### src/rtl/arb_mux_nx1_pkg.sv
// Shared constants and width helpers for the N:1 arbitrated output mux.
package arb_mux_nx1_pkg;

    // Arbitration mode encodings.
    localparam int unsigned ARB_FIXED = 0;
    localparam int unsigned ARB_RR    = 1;

    // Largest supported channel count.
    localparam int unsigned MAX_CH    = 16;

    // Ceiling log2 for elaboration-time width computation.
    function automatic int unsigned clog2_u(input int unsigned n);
        int unsigned w;
        w = 0;
        for (int unsigned i = 0; i < 31; i++) begin
            if ((32'd1 << i) < n) begin
                w = i + 1;
            end
        end
        return w;
    endfunction

    // Channel index width; never narrower than one bit so NUM_CH=1 still has a port.
    function automatic int unsigned ch_width(input int unsigned n);
        int unsigned w;
        w = clog2_u(n);
        return (w < 1) ? 1 : w;
    endfunction

endpackage

### src/rtl/arb_mux_nx1_rr_arbiter.sv
// Grant generator: one-hot grant over requesting channels, searching from a
// rotating priority pointer (round-robin) or from index 0 (fixed priority).
module rr_arbiter
    import arb_mux_nx1_pkg::*;
#(
    parameter int unsigned NUM_CH  = 4,
    parameter int unsigned RR_MODE = ARB_RR,
    localparam int unsigned CH_W   = ch_width(NUM_CH)
) (
    input  logic              clk,
    input  logic              rst,
    input  logic [NUM_CH-1:0] req,
    input  logic              adv,
    output logic [NUM_CH-1:0] grant
);

    logic [CH_W-1:0] ptr;
    logic [CH_W-1:0] ptr_next;
    logic [CH_W-1:0] win_idx;
    logic            found;
    int unsigned     start_idx;
    int unsigned     cand;
    int unsigned     win_plus;

    // Scan from the start point upward with wrap; the first requester wins.
    always_comb begin
        grant     = '0;
        win_idx   = '0;
        found     = 1'b0;
        cand      = 0;
        start_idx = (RR_MODE == ARB_RR) ? 32'(ptr) : 32'd0;
        for (int unsigned off = 0; off < NUM_CH; off++) begin
            cand = start_idx + off;
            if (cand >= NUM_CH) begin
                cand = cand - NUM_CH;
            end
            if (!found && req[cand]) begin
                found       = 1'b1;
                grant[cand] = 1'b1;
                win_idx     = CH_W'(cand);
            end
        end
        // Pointer moves one past the winner, wrapping at NUM_CH so unused codes are skipped.
        win_plus = 32'(win_idx) + 32'd1;
        ptr_next = (win_plus >= NUM_CH) ? '0 : CH_W'(win_plus);
    end

    // Priority pointer: advances only on an accepted transfer in round-robin mode.
    always_ff @(posedge clk) begin
        if (rst) begin
            ptr <= '0;
        end else if ((RR_MODE == ARB_RR) && adv && found) begin
            ptr <= ptr_next;
        end
    end

endmodule

### src/rtl/arb_mux_nx1.sv
// N:1 arbitrated mux with a single registered output stage and valid/ready
// handshakes on both sides; sustains one beat per cycle.
module arb_mux_nx1
    import arb_mux_nx1_pkg::*;
#(
    parameter int unsigned DATA_WIDTH = 32,
    parameter int unsigned NUM_CH     = 4,
    parameter int unsigned RR_MODE    = ARB_RR,
    localparam int unsigned CH_W      = ch_width(NUM_CH)
) (
    input  logic                         clk,
    input  logic                         rst,
    input  logic [NUM_CH*DATA_WIDTH-1:0] din,
    input  logic [NUM_CH-1:0]            din_valid,
    output logic [NUM_CH-1:0]            din_ready,
    output logic [DATA_WIDTH-1:0]        dout,
    output logic [CH_W-1:0]              dout_ch,
    output logic                         dout_valid,
    input  logic                         dout_ready
);

    logic [NUM_CH-1:0]     grant;
    logic                  load_en;
    logic                  accept;
    logic                  any_grant;
    logic [DATA_WIDTH-1:0] sel_data;
    logic [CH_W-1:0]       sel_ch;

    // Output register can take a new beat when empty or being drained this cycle.
    assign load_en   = !dout_valid || dout_ready;
    assign accept    = load_en && !rst;
    assign any_grant = |grant;
    assign din_ready = accept ? grant : '0;

    rr_arbiter #(
        .NUM_CH  (NUM_CH),
        .RR_MODE (RR_MODE)
    ) u_arb (
        .clk   (clk),
        .rst   (rst),
        .req   (din_valid),
        .adv   (accept),
        .grant (grant)
    );

    // One-hot AND-OR selection of the granted channel's data and index.
    always_comb begin
        sel_data = '0;
        sel_ch   = '0;
        for (int unsigned i = 0; i < NUM_CH; i++) begin
            sel_data = sel_data | (din[i*DATA_WIDTH +: DATA_WIDTH] & {DATA_WIDTH{grant[i]}});
            if (grant[i]) begin
                sel_ch = sel_ch | CH_W'(i);
            end
        end
    end

    // Output stage: load on accept, drop valid on a drain with nothing to load, hold on stall.
    always_ff @(posedge clk) begin
        if (rst) begin
            dout_valid <= 1'b0;
            dout       <= '0;
            dout_ch    <= '0;
        end else if (load_en) begin
            if (any_grant) begin
                dout_valid <= 1'b1;
                dout       <= sel_data;
                dout_ch    <= sel_ch;
            end else begin
                dout_valid <= 1'b0;
            end
        end
    end

endmodule

### config.mk
export PLATFORM = sky130hd
export DESIGN_NAME = arb_mux_nx1
export DESIGN_NICKNAME = d
export VERILOG_FILES = /design/src/rtl/arb_mux_nx1_pkg.sv /design/src/rtl/arb_mux_nx1_rr_arbiter.sv /design/src/rtl/arb_mux_nx1.sv
export SDC_FILE = /design/constraint.sdc
export NUM_CORES = 1
export LEC_CHECK = 0
export ABC_AREA = 1
export ABC_CLOCK_PERIOD_IN_PS = 3900
export CAP_MARGIN = 40
export CORE_ASPECT_RATIO = 1.1
export CORE_MARGIN = 4
export CORE_UTILIZATION = 41
export DETAILED_ROUTE_END_ITERATION = 10
export PLACE_DENSITY = 0.83
export SLEW_MARGIN = 20
export SYNTH_ARGS = -nofsm -noshare
export SYNTH_HDL_FRONTEND = slang
export SYNTH_HIERARCHICAL = 1
export SYNTH_SLANG_ARGS = --single-unit
### constraint.sdc
create_clock -name clk -period 3.9 [get_ports clk]
set_input_delay 1.17 -clock clk [delete_from_list [all_inputs] [get_ports clk]]
set_output_delay 1.17 -clock clk [all_outputs]
set_load 0.1 [all_outputs]
==> out/results.txt <==
switching power total = 0.003251 W
max cap viols = 0
CTS tree = built
die height = 102.5 µm
dpl cells = 923
f_max = 0.2658 GHz
clk buf depth = 2
Worst EP required = 2.73 ns
Post-Syn Area = 3331 µm²
PwrDens = 972.0 nW/µm²
clock network power share = 4.6%
register area share after synthesis = 22.24%
CP startpoint = din_valid[3]
io pins = 174
worst-margin pin slew = 0.4928 ns
die area = 9631 µm²
Remaining Overflow, GRT = 0
GR Util All Layers = 21.66%
CTS Root Cell = clkbuf_8
area leader, netlist = nand2_1
share of cells above drive strength 1 = 12.64%
prevailing post-synth register cell = dfxtp_1
Final Hold Fails = 0
Pleak = 2.931 nW
Initial Util = 42.09%
router iterations before antenna repair = 4
Sequential Power Share = 11.3%
Cells after Synth = 639
Clock Sinks = 37
Reg2Reg Launch Point = u_arb/ptr[0]
Synth top area share = 36.74%
Buffers on Ports = 173
largest net degree at the start of global routing = 44
Crit Path Class = in2out
synth top area cells = nand2_1 37%, dfxtp_1 22%, inv_1 13%, nor2_1 8.1%, ha_1 3.0%
period utilization = 96.48%
status = finished, final reports clean
Crit. End Element = primary output
Vias = 4119
distinct cell type count after synthesis = 31
Worst Hold Class = reg2reg
fin nets = 965
RD Place Congestion = 0.8153
post-synth net total = 782
global-route wire length before repair = 17040 µm
RSZ-0062 raised after global routing = no
dpl hpwl = 8340 µm
Post-Layout Cell Count = 931
worst vdd ir = 1.110 mV
Slew HR = 66.95%
Power, Total = 0.005416 W
Avg Inst Size Synth = 5.212 µm²
Logic pwr share = 84.1%
ys async rst share = 0%
hold path cells = 2
Die Span X = 93.94 µm
Rows = 34
crit path capture = din_ready[0]
Worst EP arrival = 2.59 ns
Worst-Skew Late Latency = 0.28 ns
Hold-fix buffers, CTS = 0
#FFs+latches synth = 37
depth of the CTS H-tree = 2
reg2reg path depth = 14
vias in the first global route = 4065
Area Growth Syn to Fin = 67.28%
Power Internal = 0.002165 W
critical-path maximum fanout = 5
DRC Markers = 0
number of synthesized flops with an enable pin = 0
Ys Warns = 6
drt total wl = 10590 µm
initial antenna violation count = 1
Slew Limit Fails = 0
WL/cell = 11.38 µm
Placeable Area = 7913 µm²
crit start category = input port
R2R Path End = dout[27]
DRT iter0 DRCs = 58
setup bufs post-CTS = 0
Via density = 4.424
total CTS buffers = 5
post-layout min period = 3.763 ns
sw frac = 60.02%
final setup fails = 0
final antenna-violating net count = 0
Reg2Reg Setup Slack = 1.09 ns
Clock Skews = 0.003833 ns
fillers = 648
Antenna diodes = 0
clock-pin slew on the worst setup and hold paths = 0.07 ns
[final cells by class]
class | count | area (µm²) | share of cell area [%]
timing repair buffer | 204 | 2077 | 37.28
clock inverter | 2 | 10.01 | 0.1797
sequential | 37 | 740.7 | 13.29
multi-input combinational | 453 | 2077 | 37.28
clock buffer | 6 | 72.57 | 1.302
tap | 108 | 135.1 | 2.425
inverter | 121 | 459.2 | 8.242
[cell usage after synthesis (2+ instances only)]
| cell type | instances |
|---|---|
| nand2_1 | 326 |
| a21oi_1 | 4 |
| buf_4 | 2 |
| inv_1 | 117 |
| buf_2 | 15 |
| buf_6 | 7 |
| o2111ai_1 | 3 |
| ha_1 | 8 |
| clkbuf_1 | 3 |
| nor2_1 | 72 |
| nand3_2 | 2 |
| nor2_4 | 3 |
| inv_2 | 2 |
| nand2_2 | 7 |
| nand3_1 | 15 |
| dfxtp_1 | 37 |
| nand2_4 | 2 |
[placed cells by master (no fill, tap or decap), types with 3 or more instances in the layout]
| cell type | n |
|---|---|
| buf_12 | 5 |
| nor2_4 | 8 |
| inv_2 | 7 |
| nor2_1 | 67 |
| clkdlybuf4s50_1 | 145 |
| ha_1 | 8 |
| o2111ai_4 | 3 |
| a21oi_1 | 4 |
| inv_1 | 111 |
| nand2_2 | 12 |
| dfxtp_1 | 37 |
| buf_8 | 15 |
| nand2_1 | 321 |
| nand3_1 | 14 |
| clkbuf_8 | 5 |
| buf_4 | 35 |
[registers in the layout, indices dropped and copies added (netlist names)]
signal,cells
dout,32
dout_ch,2
u_arb/ptr,2
dout_valid,1
[worst min path at each step]
stage	start	to
floorplan	u_arb/ptr[1]	u_arb/ptr[1]
global placement	dout_ch[0]	dout_ch[0]
detailed placement	dout_ch[0]	dout_ch[0]
CTS	dout_ch[0]	dout_ch[0]
global route	dout_ch[0]	dout_ch[0]
finish	dout_ch[0]	dout_ch[0]
[worst max-delay path: stages]
cell and delay, ns:
dlygate4sd2_1 0.26, inv_2 0.07, nand2_2 0.07, nand3_4 0.09, nand2_8 0.08, nor3_4 0.22, nand2_1 0.09, o211ai_1 0.13
inv_1 0.11, nor2_4 0.11, buf_12 0.18
[logic make-up after synthesis]
family	share of synthesized area, %
AND/OR/NAND/NOR	52.44
flip-flops	22.24
buffers and inverters	19.57
adder cells (fa/ha/maj)	3.005
AO/OA/AOI/OAI	2.742
[routing by layer]
metal  routed length (µm)  vias to the layer above  share of wire [%]  GRT usage, %
met4                  172                        2                1.6         6.111
met3                  764                       16                7.2         5.401
met1                 4153                     1797                 39         23.09
li1                     -                     2191                  -             -
met5                   16                        -               0.15             0
met2                 5487                      113                 52         42.00
[power groups by stage]
stage	Combinational, W	Sequential [W]	Clock (W)
after global placement	0.00429	0.000612	0
after CTS	0.00459	0.000612	0.000260
after global routing	0.00508	0.000629	0.000275
after detailed placement	0.00454	0.000619	0
final	0.00455	0.000611	0.000251
after floorplan	0.00253	0.00156	0
[metrics by stage]
| step | util (%) | area, µm² | setup TNS (ns) | worst slack (ns) | hold WS (ns) |
|---|---|---|---|---|---|
| 2_1_floorplan | - | 3393 | 0 | 0.007938 | 0.7239 |
| 3_3_place_gp | 65.99 | 5221 | -0.5310 | -0.1493 | 0.4553 |
| 3_5_place_dp | 68.83 | 5446 | -0.5935 | -0.1815 | 0.4625 |
| 4_1_cts | 70.11 | 5548 | 0 | 0.06517 | 0.4752 |
| 5_1_grt | 70.41 | 5572 | 0 | 0.001147 | 0.5109 |
| 6_report | 70.41 | 5572 | 0 | 0.1374 | 0.4743 |
[what timing repair did]
item                                    4_1_cts  5_1_grt
pin swaps                                     6        7
endpoints found under the setup margin        4        4
resized for setup                            15        7
No activity file was read; power rests on OpenSTA's default activity.
